[config.mk]
export PLATFORM = sky130hd
export DESIGN_NAME = pipe_stage_elastic
export DESIGN_NICKNAME = d
export VERILOG_FILES = /design/src/rtl/pipe_stage_elastic.sv
export SDC_FILE = /design/constraint.sdc
export NUM_CORES = 1
export LEC_CHECK = 0
export CAP_MARGIN = 20
export CORE_MARGIN = 2
export CORE_UTILIZATION = 53
export CTS_BUF_LIST = sky130_fd_sc_hd__clkbuf_8
export DETAILED_ROUTE_END_ITERATION = 12
export PLACE_DENSITY = 0.9
export SLEW_MARGIN = 40
export SYNTH_ARGS = -nofsm -noshare
export SYNTH_HDL_FRONTEND = slang
export SYNTH_SLANG_ARGS = --single-unit
[constraint.sdc]
create_clock -name clk_i -period 6.5 [get_ports clk_i]
set_input_delay 0.975 -clock clk_i [delete_from_list [all_inputs] [get_ports clk_i]]
set_output_delay 0.975 -clock clk_i [all_outputs]
set_load 0.05 [all_outputs]
[src/rtl/pipe_stage_elastic.sv]
// pipe_stage_elastic: elastic valid/ready pipeline register with a DEPTH-entry circular buffer, flush and bubble output.
// Optional PIPE_STAGE_READY_BYPASS_EN lets a full stage accept a beat in the same cycle it pops.
module pipe_stage_elastic #(
  parameter int          WIDTH       = 32,
  parameter int          DEPTH       = 2,
  parameter logic [31:0] NOP_PAYLOAD = 32'h0000_0013
) (
  input  logic                       clk_i,
  input  logic                       rst_ni,
  input  logic                       in_valid_i,
  output logic                       in_ready_o,
  input  logic [WIDTH-1:0]           in_data_i,
  output logic                       out_valid_o,
  input  logic                       out_ready_i,
  output logic [WIDTH-1:0]           out_data_o,
  input  logic                       flush_i,
  output logic [$clog2(DEPTH+1)-1:0] count_o
);
  localparam int PW = DEPTH > 1 ? $clog2(DEPTH) : 1;
  localparam int CW = $clog2(DEPTH + 1);
  logic [WIDTH-1:0] mem_q [2**PW];
  logic [PW-1:0] rd_q, rd_d, wr_q, wr_d;
  logic [CW-1:0] cnt_q, cnt_d;
  logic alive_q, full, push, pop;
  function automatic logic [PW-1:0] nxt(input logic [PW-1:0] p);
    return p == PW'(DEPTH - 1) ? '0 : p + PW'(1);
  endfunction
  assign full = cnt_q == CW'(DEPTH);
  // alive_q keeps the stage closed while reset is held and for the edge that releases it
`ifdef PIPE_STAGE_READY_BYPASS_EN
  assign in_ready_o = alive_q & (!full | out_ready_i | flush_i);
`else
  assign in_ready_o = alive_q & (!full | flush_i);
`endif
  assign out_valid_o = cnt_q != '0;
  assign out_data_o  = out_valid_o ? mem_q[rd_q] : WIDTH'(NOP_PAYLOAD);
  assign count_o     = cnt_q;
  assign push        = in_valid_i & in_ready_o;
  assign pop         = out_valid_o & out_ready_i;
  always_comb begin
    rd_d  = flush_i ? '0 : pop ? nxt(rd_q) : rd_q;
    wr_d  = flush_i ? '0 : push ? nxt(wr_q) : wr_q;
    cnt_d = flush_i ? '0 : cnt_q + CW'(push) - CW'(pop);
  end
  always_ff @(posedge clk_i or negedge rst_ni) begin
    if (!rst_ni) begin
      rd_q    <= '0;
      wr_q    <= '0;
      cnt_q   <= '0;
      alive_q <= 1'b0;
    end else begin
      rd_q    <= rd_d;
      wr_q    <= wr_d;
      cnt_q   <= cnt_d;
      alive_q <= 1'b1;
    end
  end
  // a full-stage push under bypass lands in the slot the simultaneous pop frees (wr_q == rd_q)
  always_ff @(posedge clk_i) begin
    if (push && !flush_i) mem_q[wr_q] <= in_data_i;
  end
endmodule

==> results_dict.tcl, run 1 <==
set metrics [dict create \
    tritoncts "done" \
    fin_setup_tns_ns 0 \
    p_int_uw 920 \
    grt_pass1_wl_um 6880 \
    die_w_um 75.5 \
    clock.fmax_mhz 276 \
    min_path_cells 2 \
    cp_cell_sequence "clkdlybuf4s50_1, o21a_1, clkdlybuf4s50_1" \
    rsz0062_at_grt "no" \
    cp_slowest_cell "clkdlybuf4s50_1" \
    ys_seq_elements 69 \
    pwr-share-clk_pct 17.7 \
    core-area_um2 5010 \
    critPathRequiredTime_ns 5.52 \
    cts-root-buf "clkbuf_8" \
    row_count 26 \
    setup_viol 0 \
    comb_power_share_pct 47.0 \
    finalCriticalPeriod_ns 3.62 \
    mostFrequentLayoutCells "clkdlybuf4s50_1 (72), edfxtp_1 (64), mux2i_1 (32), nor2_1 (32), clkbuf_8 (10)" \
    detail-route-antenna-nets 0 \
    synth_warnings 0 \
    slew-limit-headroom_pct 47.3 \
    start_util_pct 54.0 \
    layout_commonest_cell "clkdlybuf4s50_1" \
    power_frac_seq_pct 35.3 \
    power.density_nw_per_um2 439 \
    synthMuxAreaShare_pct 12.3 \
    io_pins 73 \
    die_area_um2 5690 \
    cp.depth 3 \
    cts_made_buffers 9 \
    p_sw_uw 688 \
    fillers 354 \
    grt_use_total_pct 17.3 \
    overflow 0 \
    portBuffers 72 \
    cts_htree_levels 3 \
    ctsResizeCount 0 \
    viasPerCell 4.96 \
    cts_buffer_depth 2 \
    place_congestion 0.749 \
    crit_path_frequent_cell "clkdlybuf4s50_1" \
    start_kind "input pin" \
    routed_wirelength_um 4740 \
    drc 0 \
    path_clk_slew_ns 0.07 \
    drt-wirelength-per-cell_um 14.9 \
    netlist_instances 165 \
    hold_buffers 0 \
    worstMarginPinSlew_ns 0.790 \
    synth.cell_area_um2 2710 \
    end_kind "output pin" \
    cp.buffers_inverters 2 \
    firstDrtPassIters 4 \
    synthDistinctLibCells 24 \
    syn_avg_cell_area_um2 16.4 \
    clock_latency_ns 0.33 \
    maxSlewViolCount 0 \
    drtIter0Drc 55 \
    p_total_uw 1610 \
    synthXorXnorAreaFrac_pct 0.647 \
    sw_frac_of_total_pct 42.8 \
    crit_type "in -> out" \
    max_cap_violations 0 \
    die_y_um 75.5 \
    outcome "finished clean" \
    worstPathArrival_ns 2.65 \
    hold_class "reg -> reg" \
    reg2reg_setup_slack_ns 4.34 \
    synth_compound_gate_area_share_pct 0.740 \
    hold_violations 0 \
    grt_pass1_vias 1504 \
    synth_top_family_by_area "multiplexers" \
    vias 1577 \
    syn-num-nets 204 \
    cpPeakStageDelay_ns 0.79 \
    drive_gt1_share_pct 9.27 \
    nets 282 \
    antenna_cells 0 \
    grt_max_degree 34 \
    p_leak_uw 0.00126 \
    area_growth_pct 35.3 \
    antenna_found_initial 0 \
    yosys.area_share.simple_pct 7.03 \
    fin_crit_sh_pct 55.8 \
    synth_adder_area_share_pct 0.925 \
    ys_seq_area_share_pct 75.6 \
    worst_r2r_path_depth 4 \
    peakVddDrop_mv 0.322 \
    cp_max_fo 9 \
    dp_hpwl_um 3050 \
    post-cts-setup-buffers 0 \
    clock_skew_ns 0.00591 \
    cp_top_family "buffers and inverters" \
    cts_sinks 69 \
]
-- through the flow --
stage / setup WS, ns / hold WS (ns) / util [%] / cells / instance area [um2]
after floorplan: 2.47 / 0.612 / - / 165 / 2710
after global placement: 2.94 / 0.641 / 69.7 / 302 / 3490
after detailed placement: 2.87 / 0.667 / 69.9 / 302 / 3500
after CTS: 2.82 / 0.674 / 73.1 / 318 / 3660
after global routing: 2.75 / 0.710 / 73.1 / 318 / 3660
final: 2.88 / 0.672 / 73.1 / 318 / 3660
-- state kept, by name (all words and copies together) (netlist names) --
register  flops
count_o       2
mem_q        64
alive_q       1
wr_q          1
rd_q          1
-- Yosys cell counts --
cell       n  share of area [%]
edfxtp_1  64                 71
nor2_1    33                4.6
mux2i_1   32                 12
dfrtp_1    5                4.6
buf_2      3               0.55
buf_6      3                1.2
nand2_1    3               0.42
ha_1       2               0.92
inv_1      2               0.28
nor2b_1    2               0.46
nor3_1     2               0.37
xor2_1     2               0.65
and2_1     1               0.23
buf_4      1               0.28
clkbuf_1   1               0.14
conb_1     1               0.14
inv_2      1               0.14
mux2_2     1               0.42
nand2b_2   1               0.32
nand3_2    1               0.37
nor3b_1    1               0.28
o211ai_1   1               0.28
o21a_1     1               0.28
o21ai_1    1               0.18
-- tightest hold or removal path: stages, from the launching register on --
cell and delay, ns:
dfrtp_1 0.44, nor2_1 0.14, nor3_1 0.06
-- per-layer routing --
layer  wire [um]  up-vias  global-route usage (%)
li1            -      757                       -
met1        1860      765                    18.8
met2        2550       45                    30.3
met3         244       10                    5.16
met4          82        0                    9.36
met5           0        -                       0
-- power groups by stage --
stage | combinational, uW | sequential, uW | clock [uW]
6_report | 757 | 567 | 284
5_1_grt | 794 | 573 | 309
4_1_cts | 765 | 569 | 293
3_5_place_dp | 761 | 578 | 0
3_3_place_gp | 756 | 575 | 0
2_1_floorplan | 546 | 553 | 0
-- area by class of cell --
cell class / count / area [um2] / area share (%)
Sequential cell: 69 / 2050 / 56.0
Inverter: 3 / 11.3 / 0.307
Clock buffer: 10 / 138 / 3.76
Timing Repair Buffer: 75 / 743 / 20.3
Clock inverter: 6 / 25.0 / 0.683
Multi-Input combinational cell: 85 / 607 / 16.6
Tap cell: 70 / 87.6 / 2.39
-- path summary, 6_finish.rpt --
kind / start / to
setup / recovery: flush_i / in_ready_o
hold / removal: count_o[1] / count_o[1]
setup reg to reg: count_o[0] / mem_q[1][28]
hold reg to reg: count_o[1] / count_o[1]
max in group asynchronous: rst_ni / rd_q
min in group asynchronous: rst_ni / count_o[1]
-- kinds of logic (layout without fill, tap and decap cells) --
group	after synthesis	after routing
AOI/OAI and AO/OA	3	3
xor gates and xnor gates	2	2
adders and majority gates	2	2
buffers and inverters	11	94
DFF	69	69
muxes	33	33
other	1	1
and+or+nand+nor	44	44
Note: power is estimated with default switching activity, not from simulation.
==> inputs of run 2 (changes only) <==
--- a/config.mk
+++ b/config.mk
@@ -7,10 +7,10 @@
 export LEC_CHECK = 0
 export CAP_MARGIN = 20
 export CORE_MARGIN = 2
-export CORE_UTILIZATION = 53
+export CORE_UTILIZATION = 50
 export CTS_BUF_LIST = sky130_fd_sc_hd__clkbuf_8
 export DETAILED_ROUTE_END_ITERATION = 12
-export PLACE_DENSITY = 0.9
+export PLACE_DENSITY = 0.85
 export SLEW_MARGIN = 40
 export SYNTH_ARGS = -nofsm -noshare
 export SYNTH_HDL_FRONTEND = slang
==> constraint.sdc (replaced) <==
create_clock -name clk_i -period 3.4 [get_ports clk_i]
set_input_delay 0.51 -clock clk_i [delete_from_list [all_inputs] [get_ports clk_i]]
set_output_delay 0.51 -clock clk_i [all_outputs]
set_load 0.05 [all_outputs]
==> results_dict.tcl, run 2 (synthesized netlist as in run 1, its figures left out) <==
set metrics [dict create \
    r2r_end "count_o[1]" \
    wl_met1_um 1780 \
    p_leak_uw 0.00129 \
    vias 1585 \
    antenna_found_initial 0 \
    row_count 26 \
    tritoncts "done" \
    crit_type "reg -> out" \
    setup_slack_ns 0.587 \
    wl_met3_um 351 \
    core-area_um2 5170 \
    rsz0062_at_grt "no" \
    cts_htree_levels 3 \
    setup_viol 0 \
    start_util_pct 52.3 \
    die_y_um 77.6 \
    max_cap_violations 0 \
    power.density_nw_per_um2 867 \
    grt_pass1_vias 1678 \
    peakVddDrop_mv 0.630 \
    fillers 335 \
    cp_max_fo 17 \
    cts_buffer_depth 2 \
    worstMarginPinSlew_ns 0.520 \
    clock_skew_ns 0.00427 \
    cp.buffers_inverters 2 \
    clock.fmax_mhz 356 \
    io_pins 73 \
    detail-route-antenna-nets 0 \
    cpPeakStageDelay_ns 0.82 \
    cp_top_family "buffers and inverters" \
    cp_slowest_cell "clkdlybuf4s50_1" \
    viasPerCell 4.95 \
    reg2reg_setup_slack_ns 1.64 \
    critPathRequiredTime_ns 2.89 \
    largest_reg_flops 64 \
    clock_latency_ns 0.33 \
    cts_sinks 69 \
    drive_gt1_share_pct 10.8 \
    place_congestion 0.646 \
    end_kind "output pin" \
    drt-wirelength-per-cell_um 14.5 \
    slew-limit-headroom_pct 65.2 \
    path_clk_slew_ns 0.07 \
    overflow 0 \
    antenna_cells 0 \
    portBuffers 72 \
    firstDrtPassIters 4 \
    drc 0 \
    top_layer "met4" \
    dp_hpwl_um 3010 \
    worst_r2r_path_depth 8 \
    outcome "finished clean" \
    ctsResizeCount 0 \
    hold_class "in -> async" \
    routed-wl-met2_um 2400 \
    die_area_um2 6020 \
    cts-root-buf "clkbuf_8" \
    hold_buffers 0 \
    fin_setup_tns_ns 0 \
    die_w_um 77.6 \
    mostFrequentLayoutCells "clkdlybuf4s50_1 (72), edfxtp_1 (64), mux2i_1 (32), nor2_1 (32), clkbuf_8 (9)" \
    nets 285 \
    post-place-ws_ns 0.806 \
    cp_cell_sequence "buf_12, mux2i_1, nor2_1, clkdlybuf4s50_1" \
    hold_violations 0 \
    cts_made_buffers 9 \
    layout_commonest_cell "clkdlybuf4s50_1" \
    reg2reg_from "count_o[0]" \
    drtIter0Drc 100 \
    regMostFlops "mem_q" \
    post-cts-setup-buffers 0 \
    fin_crit_sh_pct 82.7 \
    worstPathArrival_ns 2.30 \
    grt_use_total_pct 16.7 \
    area_growth_pct 38.3 \
    start_kind "register" \
    grt_max_degree 33 \
    maxSlewViolCount 0 \
    routed_wirelength_um 4630 \
    finalCriticalPeriod_ns 2.81 \
    grt_pass1_wl_um 7560 \
]
run 2: cell types whose count changed in the layout (fill, tap and decap cells not counted), sizes merged:
cell	previous run	this run
inv	6	4
buf	3	6
bufinv	0	2
clkbuf	10	9
clkinvlp	0	1
clkinv	3	2
run 2: power breakdown:
part	switching [uW]	internal (uW)
combinational	984	531
clock	278	402
sequential	66.9	982
run 2: metal layers:
layer,global-route usage [%],vias to the layer above
met5,0,-
met4,8.57,0
met3,5.35,10
met2,29.4,56
met1,18.1,761
li1,-,758
run 2: metrics by stage:
| stage | cells | util, % | power, uW | hold slack (ns) | cell area, um2 |
|---|---|---|---|---|---|
| floorplan | 165 | - | 2100 | 0.214 | 2720 |
| global placement | 305 | 68.4 | 2580 | 0.660 | 3540 |
| detailed placement | 305 | 68.4 | 2590 | 0.663 | 3540 |
| CTS | 320 | 72.4 | 3270 | 0.402 | 3740 |
| global route | 320 | 72.4 | 3380 | 0.406 | 3740 |
| finish | 320 | 72.4 | 3240 | 0.404 | 3740 |
run 2: worst max path at each step:
stage / endpoint / from / slack, ns / depth (start not counted)
2_1_floorplan: mem_q[1][0] / count_o[0] / 0.63 / 3
3_5_place_dp: in_ready_o / flush_i / 0.81 / 4
5_1_grt: out_data_o[22] / rd_q / 0.48 / 4
3_3_place_gp: in_ready_o / flush_i / 0.82 / 4
4_1_cts: out_data_o[22] / rd_q / 0.56 / 4
6_report: out_data_o[22] / rd_q / 0.59 / 4
run 2: worst register-to-register path, delay by kind of cell, from the launching register on:
kind	cells	cell delay, ns
flip-flops	1	0.44
buffers and inverters	1	0.05
AO/OA/AOI/OAI	1	0.18
adder cells (fa/ha/maj)	2	0.40
XOR/XNOR	1	0.17
AND/OR/NAND/NOR	3	0.41
run 2: area by class of cell:
cell class | instances | area [um2] | area share (%)
flip-flops and latches | 69 | 2050 | 54.7
repair buffers | 78 | 778 | 20.8
multi-input cells | 85 | 613 | 16.4
clock buffers | 9 | 124 | 3.31
well taps | 70 | 87.6 | 2.34
clock inverters | 6 | 80.1 | 2.14
inverters | 3 | 11.3 | 0.301
